`src/rtl/seq_bcd_display_driver_pkg.sv`:
```
// rtl/seq_bcd_display_driver_pkg.sv - shared types, widths and 7-segment table
// Purpose: FSM state type, datapath widths, segment patterns and the
//          double-dabble nibble adjust helper used by the BCD display driver.
// Ports:   none (package).
package seq_bcd_display_driver_pkg;

  localparam int VALUE_W      = 6;
  localparam int BCD_W        = 4;
  localparam int SHIFT_CYCLES = 6;

  typedef enum logic [1:0] {
    IDLE  = 2'd0,
    SHIFT = 2'd1,
    DONE  = 2'd2
  } state_e;

  // Active-high {g,f,e,d,c,b,a} patterns, entry 9 first so SEG_TABLE[d] is digit d.
  localparam logic [9:0][6:0] SEG_TABLE = {
    7'b1101111,  // 9
    7'b1111111,  // 8
    7'b0000111,  // 7
    7'b1111101,  // 6
    7'b1101101,  // 5
    7'b1100110,  // 4
    7'b1001111,  // 3
    7'b1011011,  // 2
    7'b0000110,  // 1
    7'b0111111   // 0
  };

  localparam logic [6:0] SEG_BLANK = 7'b0000000;

  // A nibble >= 5 would exceed 9 after the next shift, so pre-add 3.
  function automatic logic [BCD_W-1:0] bcd_adjust(input logic [BCD_W-1:0] nib);
    return (nib >= BCD_W'(5)) ? nib + BCD_W'(3) : nib;
  endfunction

endpackage

```
`src/rtl/seq_bcd_display_driver_seg7_decode.sv`:
```
// rtl/seq_bcd_display_driver_seg7_decode.sv - combinational BCD nibble to 7-segment decoder
// Purpose: maps a BCD digit to an active-high segment pattern; blank or a
//          non-decimal nibble turns every segment off.
// Ports:   digit (in, 4) BCD digit; blank (in, 1) force all segments off;
//          seg (out, 7) active-high {g,f,e,d,c,b,a}.
module seq_bcd_display_driver_seg7_decode
  import seq_bcd_display_driver_pkg::*;
(
  input  logic [BCD_W-1:0] digit,
  input  logic             blank,
  output logic [6:0]       seg
);

  always_comb begin
    seg = SEG_BLANK;
    if (!blank && (digit <= BCD_W'(9))) begin
      seg = SEG_TABLE[digit];
    end
  end

endmodule

```
`src/rtl/seq_bcd_display_driver.sv`:
```
// rtl/seq_bcd_display_driver.sv - sequential double-dabble BCD converter and 2-digit 7-seg scanner
// Purpose: converts a 6-bit value to two BCD digits (one shift per cycle) and
//          drives a time-multiplexed two-digit display with tens blanking.
// Ports:   clk, reset (sync, active-high); value (in, 6); load (in, 1);
//          busy, done (out, 1); bcd_tens, bcd_ones (out, 4);
//          seg (out, 7) {g,f,e,d,c,b,a}; an (out, 2) an[0]=ones, an[1]=tens.
// Option:  SEQ_BCD_AUTO_LOAD_EN - also start a conversion whenever value
//          differs from the last converted value.
module seq_bcd_display_driver
  import seq_bcd_display_driver_pkg::*;
#(
  parameter int REFRESH_DIV    = 50000,
  parameter int SEG_ACTIVE_LOW = 1
) (
  input  logic               clk,
  input  logic               reset,
  input  logic [VALUE_W-1:0] value,
  input  logic               load,
  output logic               busy,
  output logic               done,
  output logic [BCD_W-1:0]   bcd_tens,
  output logic [BCD_W-1:0]   bcd_ones,
  output logic [6:0]         seg,
  output logic [1:0]         an
);

  localparam int              CNT_W   = (REFRESH_DIV > 2) ? $clog2(REFRESH_DIV) : 1;
  localparam logic [CNT_W-1:0] CNT_MAX = CNT_W'(REFRESH_DIV - 1);
  localparam logic            SEG_INV = (SEG_ACTIVE_LOW != 0);

  state_e               state_q, state_d;
  logic [VALUE_W-1:0]   shreg_q, shreg_d;
  logic [2*BCD_W-1:0]   scratch_q, scratch_d;
  logic [2:0]           iter_q, iter_d;
  logic                 busy_q, busy_d;
  logic                 done_q, done_d;
  logic [BCD_W-1:0]     tens_q, tens_d;
  logic [BCD_W-1:0]     ones_q, ones_d;
  logic [CNT_W-1:0]     refresh_q, refresh_d;
  logic                 sel_q, sel_d;     // 0 = ones digit, 1 = tens digit
  logic [6:0]           seg_q, seg_d;
  logic [1:0]           an_q, an_d;

  logic                 start;
  logic [2*BCD_W-1:0]   adj;
  logic [2*BCD_W+VALUE_W-1:0] shifted;
  logic [BCD_W-1:0]     dec_digit;
  logic                 dec_blank;
  logic [6:0]           dec_seg;

`ifdef SEQ_BCD_AUTO_LOAD_EN
  logic [VALUE_W-1:0]   copy_q, copy_d;
  assign start = load || (value != copy_q);
`else
  assign start = load;
`endif

  assign dec_digit = sel_q ? tens_q : ones_q;
  assign dec_blank = sel_q && (tens_q == '0);

  seq_bcd_display_driver_seg7_decode u_decode (
    .digit (dec_digit),
    .blank (dec_blank),
    .seg   (dec_seg)
  );

  always_comb begin
    state_d   = state_q;
    shreg_d   = shreg_q;
    scratch_d = scratch_q;
    iter_d    = iter_q;
    tens_d    = tens_q;
    ones_d    = ones_q;
`ifdef SEQ_BCD_AUTO_LOAD_EN
    copy_d    = copy_q;
`endif
    // Status flags trail the state by one edge so busy covers edges N+1..N+7
    // and done lands together with the digit update.
    busy_d    = (state_q != IDLE);
    done_d    = (state_q == DONE);
    adj       = {bcd_adjust(scratch_q[2*BCD_W-1:BCD_W]), bcd_adjust(scratch_q[BCD_W-1:0])};
    shifted   = {adj, shreg_q} << 1;

    case (state_q)
      IDLE: begin
        if (start) begin
          shreg_d   = value;
          scratch_d = '0;
          iter_d    = '0;
          state_d   = SHIFT;
`ifdef SEQ_BCD_AUTO_LOAD_EN
          copy_d    = value;
`endif
        end
      end
      SHIFT: begin
        {scratch_d, shreg_d} = shifted;
        iter_d = iter_q + 3'd1;
        if (iter_q == 3'(SHIFT_CYCLES - 1)) begin
          state_d = DONE;
        end
      end
      DONE: begin
        tens_d  = scratch_q[2*BCD_W-1:BCD_W];
        ones_d  = scratch_q[BCD_W-1:0];
        state_d = IDLE;
      end
      default: state_d = IDLE;
    endcase

    // Free-running scan, independent of the converter.
    if (refresh_q == CNT_MAX) begin
      refresh_d = '0;
      sel_d     = ~sel_q;
    end else begin
      refresh_d = refresh_q + CNT_W'(1);
      sel_d     = sel_q;
    end

    seg_d = SEG_INV ? ~dec_seg : dec_seg;
    an_d  = sel_q ? 2'b10 : 2'b01;
    if (SEG_INV) begin
      an_d = ~an_d;
    end
  end

  always_ff @(posedge clk) begin
    if (reset) begin
      state_q   <= IDLE;
      shreg_q   <= '0;
      scratch_q <= '0;
      iter_q    <= '0;
      busy_q    <= 1'b0;
      done_q    <= 1'b0;
      tens_q    <= '0;
      ones_q    <= '0;
      refresh_q <= '0;
      sel_q     <= 1'b0;
      seg_q     <= SEG_INV ? ~SEG_TABLE[0] : SEG_TABLE[0];
      an_q      <= SEG_INV ? 2'b10 : 2'b01;
`ifdef SEQ_BCD_AUTO_LOAD_EN
      copy_q    <= '0;
`endif
    end else begin
      state_q   <= state_d;
      shreg_q   <= shreg_d;
      scratch_q <= scratch_d;
      iter_q    <= iter_d;
      busy_q    <= busy_d;
      done_q    <= done_d;
      tens_q    <= tens_d;
      ones_q    <= ones_d;
      refresh_q <= refresh_d;
      sel_q     <= sel_d;
      seg_q     <= seg_d;
      an_q      <= an_d;
`ifdef SEQ_BCD_AUTO_LOAD_EN
      copy_q    <= copy_d;
`endif
    end
  end

  assign busy     = busy_q;
  assign done     = done_q;
  assign bcd_tens = tens_q;
  assign bcd_ones = ones_q;
  assign seg      = seg_q;
  assign an       = an_q;

endmodule

```
`config.mk`:
```
export PLATFORM = sky130hd
export DESIGN_NAME = seq_bcd_display_driver
export DESIGN_NICKNAME = d
export VERILOG_FILES = /design/src/rtl/seq_bcd_display_driver_pkg.sv /design/src/rtl/seq_bcd_display_driver_seg7_decode.sv /design/src/rtl/seq_bcd_display_driver.sv
export SDC_FILE = /design/constraint.sdc
export NUM_CORES = 1
export LEC_CHECK = 0
export BUFFER_PORTS_ARGS = -buffer_cell sky130_fd_sc_hd__buf_2
export CAP_MARGIN = 20
export CORE_MARGIN = 8
export CORE_UTILIZATION = 40
export DETAILED_ROUTE_END_ITERATION = 8
export SKIP_CTS_REPAIR_TIMING = 1
export SLEW_MARGIN = 10
export SYNTH_ARGS = -nofsm -noshare
export SYNTH_HDL_FRONTEND = slang
export SYNTH_SLANG_ARGS = --single-unit
export TNS_END_PERCENT = 100
```
`constraint.sdc`:
```
create_clock -name clk -period 2.2 [get_ports clk]
set_input_delay 0.44 -clock clk [delete_from_list [all_inputs] [get_ports clk]]
set_output_delay 0.44 -clock clk [all_outputs]
set_load 0.01 [all_outputs]
```
==> impl_metrics.yaml, run 1 <==
run_status:
  outcome: "complete, no violations"
timing:
  maxSlewViolCount: 0
  rsz0062_at_grt: "no"
  fmax_mhz: 551
  setup_viol: 0
  fin_ws_ns: 0.386
  hold_viol_final: 0
  period_needed_ns: 1.81
  period_share_pct: 82.4
  fin_setup_tns_ns: 0
  worst_pin_slew_ns: 0.822
  slew_headroom_pct: 45.1
  skew_ns: 0.00564
worst_setup_path:
  cp-end-kind: "register"
  cp_slowest_stage_delay_ns: 0.47
  path_class: "register to register"
  worstReg2RegEnd: "seg[6]$_SDFF_PP1_"
  slowest_stage: "mux2i_1"
  crit_chain: "mux2i_1 > inv_1 > ha_1 > mux2_1 > a21oi_1 > nand2_1"
  required_ns: 2.40
  crit_arrival_ns: 2.01
  r2r_cells: 6
  crit_family: "multiplexers"
  setup.worst_path.start_class: "register"
  worstPathMaxFanout: 6
  r2r_setup_slack_ns: 0.39
  critical_path_buf_inv_count: 1
  regToRegStartpoint: "sel_q$_SDFFE_PP0N_"
power_and_ir_drop:
  clkPwrFrac_pct: 35.3
  ir_worst_vdd_v: 0.000300
  swShare_pct: 22.1
  comb_power_share_pct: 4.8
  leakage_nw: 1.11
  pwr-share-seq_pct: 59.9
  p_int_mw: 1.33
  p_per_area_nw_per_um2: 596
  p_sw_mw: 0.378
route:
  wl_per_cell_um: 12.4
  post_drt_via_cell_ratio: 4.92
  detail-route-antenna-nets: 0
  vias: 1915
  drt-initial-drc-count: 91
  post-route-drc-count: 0
  firstDrtPassIters: 4
  routed_wl_um: 4820
cts:
  path_clk_slew_ns: 0.10
  cts_tree: "yes"
  numCtsBuffers: 5
  cts_buffer_depth: 2
  cts.sinks: 55
  cts-htree-levels: 2
  clk_latency_ns: 0.31
  cts_root_buffer: "clkbuf_8"
grt:
  antenna_found_initial: 0
  grt_max_degree: 26
  track_usage_pct: 11.2
  grt_pass1_wl_um: 8280
  grt-ovfl-total: 0
  grt_pass1_vias: 1869
die:
  start_util_pct: 40.9
  die_w_um: 96.1
  io_pins: 28
  num_rows: 29
  die_h_um: 96.1
  coreArea_um2: 6280
  dieArea_um2: 9240
placement:
  placedCellCount: 381
  place_ws_ns: 0.397
  place.gp.congestion: 0.769
  hpwl_um: 3450
  io_buffers: 27
  placed_cell_area_um2: 2770
layout:
  finalCoreUtilization_pct: 45.7
  syn_to_final_growth_pct: 11.7
  antenna_cells: 0
  final_common_cell: "dfxtp_1"
  mostFrequentLayoutCells: "55 x dfxtp_1, 42 x nand2_1, 30 x nor2_1"
  post-route-cell-area_um2: 2870
  drive_gt1_share_pct: 19.6
  nets: 333
  fin_cells: 389
min_path:
  min_to: "shreg_q[5]$_SDFFE_PP0P_"
  hold_path_depth: 2
  hp-start: "reset"
  hold_class: "input pin to register"
yosys:
  synth_compound_area_share_pct: 11.7
  synth_fa_ha_area_share_pct: 6.34
  synthMuxAreaShare_pct: 5.31
  synth_fp_nets: 305
  synth_top_family_by_area: "simple AND/OR/NAND/NOR gates"
  yosys_warnings: 0
  synth_seq_cells: 55
  synth_xor_area_share_pct: 6.14
  syn_inst: 283
  synth-simple-area-share_pct: 22.8
  synth_ff_type: "dfxtp_1"
  postSynthAreaPerCell_um2: 9.07
  ys_seq_area_share_pct: 42.9
  synth_edf_count: 0
  syn_area_um2: 2570
  synthArstFlopShare_pct: 0
  post_synth_num_cell_types: 46
job:
  maxCapViolCount: 0
## cells in the mapped netlist (3+ instances only)
library cell,instances,area [um2]
a21oi_1,21,105
a22o_1,4,35.0
buf_2,4,20.0
buf_6,3,33.8
clkbuf_1,3,11.3
dfxtp_1,55,1100
ha_1,13,163
inv_1,15,56.3
mux2_2,5,56.3
nand2_1,42,158
nand2b_1,4,25.0
nand3_1,6,30.0
nor2_1,30,113
nor2_2,4,25.0
nor2b_1,3,18.8
nor3_1,4,20.0
nor3b_1,3,22.5
o21ai_0,14,70.1
xnor2_1,16,140
## power groups by stage
| stage | sequential [mW] | combinational (mW) | clock (mW) |
|---|---|---|---|
| after CTS | 1.02 | 0.0837 | 0.630 |
| final | 1.02 | 0.0819 | 0.604 |
| after global routing | 1.03 | 0.0952 | 0.672 |
| after global placement | 1.05 | 0.0820 | 0 |
| after floorplan | 1.05 | 0.0591 | 0 |
| after detailed placement | 1.05 | 0.0833 | 0 |
## worst register-to-register path, cell delays in order (launching register included)
cell and delay (ns):
dfxtp_1 0.38, mux2i_1 0.47, inv_1 0.13, ha_1 0.22, mux2_1 0.30, a21oi_1 0.15
nand2_1 0.06
## how the worst max path moves through the flow
stage / from / to / slack [ns] / cells past startpoint
floorplan: sel_q$_SDFFE_PP0N_ / seg[6]$_SDFF_PP1_ / 0.50 / 7
global route: sel_q$_SDFFE_PP0N_ / seg[6]$_SDFF_PP1_ / 0.22 / 6
global placement: sel_q$_SDFFE_PP0N_ / seg[6]$_SDFF_PP1_ / 0.47 / 6
CTS: sel_q$_SDFFE_PP0N_ / seg[6]$_SDFF_PP1_ / 0.38 / 6
finish: sel_q$_SDFFE_PP0N_ / seg[6]$_SDFF_PP1_ / 0.39 / 6
detailed placement: sel_q$_SDFFE_PP0N_ / seg[6]$_SDFF_PP1_ / 0.40 / 6
## cells by family (layout without fill, tap and decap cells)
| logic type | count (synthesis) | count (layout) |
|---|---|---|
| DFF | 55 | 55 |
| and+or+nand+nor | 109 | 109 |
| xor gates and xnor gates | 18 | 18 |
| adders and majority gates | 13 | 13 |
| buffers and inverters | 26 | 55 |
| muxes | 11 | 11 |
| AOI/OAI and AO/OA | 51 | 51 |
## layout make-up
class / count / area [um2]
flip-flops and latches: 55 / 1100
repair buffers: 32 / 173
clock buffers: 8 / 100
fillers: 648 / 3410
inverters: 15 / 56.3
multi-input cells: 202 / 1340
well taps: 77 / 96.3
## metrics by stage
| step | power [mW] | hold WS [ns] |
|---|---|---|
| finish | 1.71 | 0.361 |
| detailed placement | 1.13 | 0.447 |
| floorplan | 1.10 | 0.432 |
| global route | 1.79 | 0.346 |
| CTS | 1.74 | 0.350 |
| global placement | 1.13 | 0.451 |
## routing by layer
layer	part of all wire [%]	global-route usage (%)	wire length, um	up-vias
li1	-	-	-	1002
met1	49	13.2	2350	876
met2	44	18.4	2130	31
met3	5.4	3.20	262	6
met4	1.7	5.25	81	0
met5	0	0	0	-
## sequential cells by signal (all words and copies together) (netlist names)
| name | cells |
|---|---|
| an | 2 |
| bcd_ones | 4 |
| state_q | 2 |
| busy | 1 |
| iter_q | 3 |
| seg | 7 |
| scratch_q | 8 |
| sel_q | 1 |
| bcd_tens | 4 |
| done | 1 |
| refresh_q | 16 |
| shreg_q | 6 |
Power figures use the tool's default switching activity.
==> inputs of run 2 (changes only) <==
==> constraint.sdc (replaced) <==
create_clock -name clk -period 1.7 [get_ports clk]
set_input_delay 0.34 -clock clk [delete_from_list [all_inputs] [get_ports clk]]
set_output_delay 0.34 -clock clk [all_outputs]
set_load 0.01 [all_outputs]
==> run 2 against run 1 <==
Routed wire length is 1.3% higher. Critical path depth rose by 1. Clock skew increased by 0.0023 ns. Sequential share of layout area fell by 0.98 points. Combinational power is 43% higher. Clock-buffer cell count decreased by 1. Die area unchanged. Worst hold slack got worse by 0.063 ns. Cell area is 2.7% higher. Critical path type unchanged. Highest routed layer unchanged.
==> impl_metrics.yaml, run 2 (synthesis results as in run 1) <==
run_status:
  outcome: "complete, no violations"
placement:
  placed_cell_area_um2: 2840
  hpwl_um: 3530
  place.gp.congestion: 0.806
  io_buffers: 27
grt:
  track_usage_pct: 11.4
  grt_pass1_vias: 1891
  grt_max_degree: 20
  grt-ovfl-total: 0
  grt_pass1_wl_um: 8620
  antenna_found_initial: 0
cts:
  cts_root_buffer: "clkbuf_8"
  cts_buffer_depth: 2
  numCtsBuffers: 5
  path_clk_slew_ns: 0.10
  cts-htree-levels: 2
  cts.sinks: 55
  clk_latency_ns: 0.30
  cts_tree: "yes"
layout:
  top_register: "refresh_q"
  nets: 342
  final-seq-area_um2: 1100
  antenna_cells: 0
  post-route-cell-area_um2: 2950
  drive_gt1_share_pct: 22.4
  final_common_cell: "dfxtp_1"
  syn_to_final_growth_pct: 14.8
  fillCellCount: 608
  finalCoreUtilization_pct: 46.9
  multi_input_area_um2: 1360
  mostFrequentLayoutCells: "54 x dfxtp_1, 42 x nand2_1, 30 x nor2_1"
  largest_reg_flops: 16
timing:
  maxSlewViolCount: 0
  period_share_pct: 96.5
  fmax_mhz: 610
  hold_viol_final: 0
  skew_ns: 0.00792
  slew_headroom_pct: 65.3
  fin_setup_tns_ns: 0
  setup_viol: 0
  period_needed_ns: 1.64
  worst_pin_slew_ns: 0.519
worst_setup_path:
  cp_slowest_stage_delay_ns: 0.40
  path_class: "register to register"
  worstPathMaxFanout: 7
  crit_arrival_ns: 1.83
  critical_path_buf_inv_count: 2
  required_ns: 1.89
  regToRegStartpoint: "sel_q$_SDFFE_PP0N_"
  setup.worst_path.start_class: "register"
  startpoint: "sel_q$_SDFFE_PP0N_"
  crit_chain: "mux2_2 > inv_1 > ha_1 > o21ai_1 > a21oi_2 > buf_4 > a21oi_1"
  slowest_stage: "mux2_2"
  cp-end-kind: "register"
  crit_family: "multiplexers"
power_and_ir_drop:
  p_sw_mw: 0.489
  swShare_pct: 22.9
  pwr-share-seq_pct: 62.0
  clkPwrFrac_pct: 32.6
  comb_power_share_pct: 5.5
  ir_worst_vdd_v: 0.000440
  leakage_nw: 1.15
  p_per_area_nw_per_um2: 726
  p_int_mw: 1.65
die:
  die_w_um: 96.1
  dieArea_um2: 9240
  coreArea_um2: 6280
  die_h_um: 96.1
  start_util_pct: 40.9
  num_rows: 29
  io_pins: 28
route:
  drt-initial-drc-count: 66
  post_drt_via_cell_ratio: 4.91
  vias: 1956
  wl_per_cell_um: 12.3
  firstDrtPassIters: 4
  post-route-drc-count: 0
  routed_wl_um: 4880
  detail-route-antenna-nets: 0
job:
  maxCapViolCount: 0
min_path:
  hp-start: "value[0]"
  hold_class: "input pin to register"
## run 2: changes by cell type in the layout (fill, tap and decap cells not counted), sizes merged
cell / change
buf: +9
clkbuf: -1
clkinv: +1
## run 2: worst paths after layout
check | end | slack (ns) | depth (start not counted)
hold / removal | shreg_q[0]$_SDFFE_PP0P_ | 0.30 | 3
setup / recovery | seg[1]$_SDFF_PP0_ | 0.06 | 7
hold reg to reg | shreg_q[5]$_SDFFE_PP0P_ | 0.47 | 2
setup reg to reg | seg[1]$_SDFF_PP0_ | 0.06 | 7
## run 2: routing by layer
| layer | track usage, % | part of all wire [%] | vias up |
|---|---|---|---|
| li1 | - | - | 1021 |
| met1 | 14.3 | 48 | 898 |
| met2 | 18.8 | 46 | 32 |
| met3 | 3.35 | 5.6 | 5 |
| met4 | 2.82 | 0.94 | 0 |
| met5 | 0 | 0 | - |
## run 2: power by group through the flow
stage	Sequential, mW	Clock [mW]	Combinational [mW]
3_5_place_dp	1.36	0	0.118
6_report	1.33	0.697	0.117
3_3_place_gp	1.35	0	0.117
2_1_floorplan	1.35	0	0.0764
5_1_grt	1.33	0.777	0.134
4_1_cts	1.33	0.721	0.119
## run 2: final cells by class
cell class | count | area share, %
inverter | 15 | 1.91
clock inverter | 1 | 0.170
clock buffer | 7 | 2.59
sequential | 55 | 37.4
multi-input combinational | 202 | 46.1
tap | 77 | 3.27
timing repair buffer | 41 | 8.58
## run 2: tightest hold or removal path: stages
cell     delay (ns)
buf_2          0.08
a32oi_1        0.07
nor2_1         0.07
## run 2: per-stage QoR
step	setup slack (ns)	hold WS [ns]	cells	power, mW
after floorplan	0.000713	0.432	283	1.43
after global placement	-0.00353	0.452	389	1.47
after detailed placement	-0.0480	0.454	389	1.47
after CTS	-0.0628	0.289	397	2.17
after global routing	-0.0168	0.313	398	2.24
final	0.0600	0.298	398	2.14
